File: src/rtl/fetch_unit_pkg.sv
// Shared core definitions for the instruction fetch unit: state encoding and
// fetch constants.
package fetch_unit_pkg;

    typedef enum logic [1:0] {
        ST_BOOT  = 2'd0,
        ST_RUN   = 2'd1,
        ST_FAULT = 2'd2
    } fetch_state_t;

    localparam logic [31:0] NOP_INSTR = 32'h0000_0013;
    localparam logic [31:0] PC_INC    = 32'd4;

endpackage

File: src/rtl/fetch_unit.sv
// Instruction fetch stage: PC/state control plus the IF/ID output register
// feeding decode through a valid/ready handshake.
module fetch_unit
    import fetch_unit_pkg::*;
#(
    parameter logic [31:0] RESET_PC = 32'h0000_0000
) (
    input  logic        clk,
    input  logic        rst_n,
    output logic [31:0] imem_addr,
    input  logic [31:0] imem_instr,
    input  logic        redirect_valid,
    input  logic [31:0] redirect_pc,
    input  logic        id_ready,
    output logic        out_valid,
    output logic [31:0] out_pc,
    output logic [31:0] out_instr,
    output logic        fault,
    output logic [31:0] fetch_count
);

    fetch_state_t state, state_nx;
    logic [31:0]  pc, pc_nx;
    logic         valid_nx;
    logic [31:0]  opc_nx, oinstr_nx;
    logic         handshake;
    logic         redir_mis;
    logic [31:0]  redir_tgt;

    assign imem_addr = pc;
    assign fault     = (state == ST_FAULT);
    assign handshake = out_valid & id_ready;
    assign redir_mis = (redirect_pc[1:0] != 2'b00);
    assign redir_tgt = {redirect_pc[31:2], 2'b00};

    always_ff @(posedge clk or negedge rst_n) begin
        if (!rst_n) begin
            state <= ST_BOOT;
        end else begin
            state <= state_nx;
        end
    end

    // Redirect outranks everything; a misaligned target is word-aligned and faults.
    always_comb begin
        state_nx  = state;
        pc_nx     = pc;
        valid_nx  = out_valid;
        opc_nx    = out_pc;
        oinstr_nx = out_instr;
        case (state)
            ST_BOOT: begin
                state_nx = ST_RUN;
                if (redirect_valid) begin
                    pc_nx    = redir_tgt;
                    state_nx = redir_mis ? ST_FAULT : ST_RUN;
                end
            end
            ST_RUN: begin
                if (redirect_valid) begin
                    pc_nx    = redir_tgt;
                    valid_nx = 1'b0;
                    state_nx = redir_mis ? ST_FAULT : ST_RUN;
                end else if (!out_valid || id_ready) begin
                    if (imem_instr == 32'h0000_0000) begin
                        state_nx = ST_FAULT;
                        valid_nx = 1'b0;
                    end else begin
                        opc_nx    = pc;
                        oinstr_nx = imem_instr;
                        valid_nx  = 1'b1;
                        pc_nx     = pc + PC_INC;
                    end
                end
            end
            ST_FAULT: begin
                valid_nx = 1'b0;
                if (redirect_valid) begin
                    pc_nx    = redir_tgt;
                    state_nx = redir_mis ? ST_FAULT : ST_RUN;
                end
            end
            default: begin
                state_nx = ST_BOOT;
                valid_nx = 1'b0;
            end
        endcase
    end

    always_ff @(posedge clk or negedge rst_n) begin
        if (!rst_n) begin
            pc          <= RESET_PC;
            out_valid   <= 1'b0;
            out_pc      <= '0;
            out_instr   <= NOP_INSTR;
            fetch_count <= '0;
        end else begin
            pc        <= pc_nx;
            out_valid <= valid_nx;
            out_pc    <= opc_nx;
            out_instr <= oinstr_nx;
            if (handshake) begin
                fetch_count <= fetch_count + 32'd1;
            end
        end
    end

endmodule

File: config.mk
export PLATFORM = sky130hd
export DESIGN_NAME = fetch_unit
export DESIGN_NICKNAME = d
export VERILOG_FILES = /design/src/rtl/fetch_unit_pkg.sv /design/src/rtl/fetch_unit.sv
export SDC_FILE = /design/constraint.sdc
export NUM_CORES = 1
export LEC_CHECK = 0
export BUFFER_PORTS_ARGS = -buffer_cell sky130_fd_sc_hd__buf_4
export CORE_MARGIN = 2
export CORE_UTILIZATION = 35
export CTS_BUF_LIST = sky130_fd_sc_hd__clkbuf_2
export DETAILED_ROUTE_END_ITERATION = 10
export GPL_TIMING_DRIVEN = 0
export SLEW_MARGIN = 20
export SYNTH_ARGS = -nofsm -noshare
export SYNTH_HDL_FRONTEND = slang
export SYNTH_SLANG_ARGS = --single-unit
File: constraint.sdc
create_clock -name clk -period 4.2 [get_ports clk]
set_input_delay 0.21 -clock clk [delete_from_list [all_inputs] [get_ports clk]]
set_output_delay 0.21 -clock clk [all_outputs]
set_load 0.02 [all_outputs]
==> qor.txt <==
status: finished clean
row cnt: 47
worst skew pair latency: 0.70 ns
Worst setup EP type: flip-flop
CTS H-tree depth: 4
post-synth cell types: 52
commonest non-fill, non-tap cell in the layout: buf_4
CP Max Fanout: 6
die area: 0.0177 sq mm
Final Hold Fails: 0
vias in the first global route: 5,315
hpwl dp: 12,100 microns
number of flops mapped to enable cells by yosys: 0
clk_skew: 0.0403 ns
cells taking the most area after synthesis: dfrtp_1 (53%), mux2_2 (11%), a21oi_1 (3.9%)
FMAX: 328 MHz
worst rel slew slack: 44.4%
Slew @ Worst Pin: 0.827 ns
Die Wd: 133 microns
top cell type's share of synthesized area: 53.2%
Power Density: 615 mW/mm^2
Die H: 133 microns
critical path required time: 4.84 ns
total grt overflow: 0
GPL Wtd Cong: 0.836
drt pass-1 iters: 5
first-pass GRT wire length: 27,900 microns
leakage: 3.93 nW
# setup viols final: 0
root buf cell: clkbuf_2
Wirelength per Cell: 16.9 microns
Yosys top cell by area: dfrtp_1
#FFs+latches synth: 127
syn_area_per_cell: 11.2 sq um
period utilization: 72.7%
number of nets in the layout: 878
final WL: 17,700 microns
RSZ-0062 raised after global routing: no
initial antenna violation count: 1
final hold slack: 0.285 ns
All-Layer GR Usage: 20.2%
Setup crit start kind: flip-flop
# clock sinks: 127
Pwr Total: 5.30 mW
Hold Crit Class: in2reg
IO Pins: 198
share of layout cells above drive strength 1: 38.4%
Worst-path clk slew: 0.19 ns
Worst Path Arrival: 3.69 ns
crit path time final: 3.05 ns
type of the worst setup path: reg2reg
# resized after CTS: 0
Placeable Area: 0.0164 sq mm
Max-cap violations: 0
share of the yosys chip area belonging to registers: 54.6%
most frequent cells in the layout: buf_4 (201), dfrtp_1 (124), dlygate4sd3_1 (71)
Filler cells: 1,462
Slew Viols, Final: 0
Via density: 5.07
total negative slack: 0 ns
async set or reset register ratio after synthesis: 100%
Final Cell Area: 0.00863 sq mm
Gate Count Post-Synth: 521
maximum number of pins on one net before global-route repair: 86
Area after DPL: 0.00759 sq mm
Yosys Warn Count: 0
post-route ant nets: 0
clk buf depth: 2
Starting DRT DRC Count: 249
Initial Utilization: 35.5%
via count of the routed design: 5,281
Max IR drop VDD: 0.314 mV
Area Overhead vs Synth: 48.0%
Synth Cell Area: 0.00583 sq mm
input/output buffers: 192
Main synth FF type: dfrtp_1
total CTS buffers: 17
DR DRC count: 0
CTS tree: yes
report_power, final:
part           internal (mW)  switching, mW
Clock                  0.449          0.482
Combinational           1.07           1.24
Sequential              1.67          0.398
final timing paths:
kind                       slack [ns]                         from  cells after the start                           to
setup / recovery                 1.15     imem_addr[2]$_DFFE_PN0P_                      8    imem_addr[30]$_DFFE_PN0P_
max in group asynchronous        3.14                        rst_n                      4       out_pc[11]$_DFFE_PN0P_
setup reg to reg                 1.15     imem_addr[2]$_DFFE_PN0P_                      8    imem_addr[30]$_DFFE_PN0P_
hold / removal                   0.28                imem_instr[9]                      3     out_instr[9]$_DFFE_PN0P_
hold reg to reg                  0.49  fetch_count[31]$_DFFE_PN0P_                      1  fetch_count[31]$_DFFE_PN0P_
min in group asynchronous        0.63                        rst_n                      3     out_instr[4]$_DFFE_PN1P_
kinds of logic after synthesis:
logic type / Yosys count / share of synthesized area (%)
muxes: 64 / 12.3
adders and majority gates: 2 / 0.429
other: 1 / 0.0643
and+or+nand+nor: 151 / 14.0
DFF: 127 / 54.6
buffers and inverters: 35 / 3.09
AOI/OAI and AO/OA: 110 / 10.8
xor gates and xnor gates: 31 / 4.66
worst max-delay path, cell delays in order, from the launching register on:
cell	delay [ns]
dfrtp_1	0.51
ha_1	0.25
nand3_1	0.22
nor3_1	0.75
nand4_1	0.26
nor3_1	0.25
a21oi_1	0.06
o22ai_1	0.16
dlygate4sd3_1	0.56
registers in the layout, indices dropped and copies added (netlist names):
register	count
imem_addr	30
out_valid	1
out_pc	30
state	2
out_instr	32
fetch_count	32
per-layer routing:
metal  vias to the layer above  routed length, microns  GRT usage [%]
met2                       195                    8430           32.6
met1                      2592                    7880           26.4
met3                        31                     956           4.64
li1                       2463                       -              -
met5                         -                       0              0
met4                         0                     390           8.30
synth_stat cells (2+ instances only):
cell,number
xor2_1,8
o32ai_1,2
a2bb2oi_1,5
mux2_2,57
nor2_1,24
nor3_1,5
nand3_2,2
clkbuf_1,8
a31o_2,2
o22ai_1,12
dfrtp_1,124
nand4_1,12
buf_2,6
dfstp_2,3
mux2_1,6
ha_1,2
xnor2_1,23
or2_2,2
nor4_1,9
and4_1,3
and3_1,10
buf_4,10
a21oi_1,45
o21ai_0,29
and2_1,4
nand3_1,26
nand2_1,42
a31oi_1,6
inv_1,7
nand2b_1,2
clkbuf_2,3
nor4_4,2
area by class of cell:
type | instances | area, sq um | area share (%)
flip-flops and latches | 127 | 3180 | 36.9
multi-input cells | 362 | 2480 | 28.7
repair buffers | 265 | 2210 | 25.6
well taps | 220 | 275 | 3.19
clock inverters | 15 | 215 | 2.49
plain buffers | 28 | 154 | 1.78
clock buffers | 17 | 85.1 | 0.986
inverters | 7 | 26.3 | 0.305
diodes | 1 | 2.50 | 0.0290
repair_timing:
item / CTS / global route
endpoints found under the hold margin: 199 / 0
hold buffers: 72 / 0
setup buffers: 0 / 0
per-stage QoR:
step                instances  utilization, %  worst slack, ns
finish                   1042            52.6             1.15
global route             1042            52.6            0.922
CTS                      1041            52.6             1.23
detailed placement        937            46.3             1.78
global placement          936            46.1             1.80
floorplan                 524               -             2.24
(Power assumes the default switching activity.)
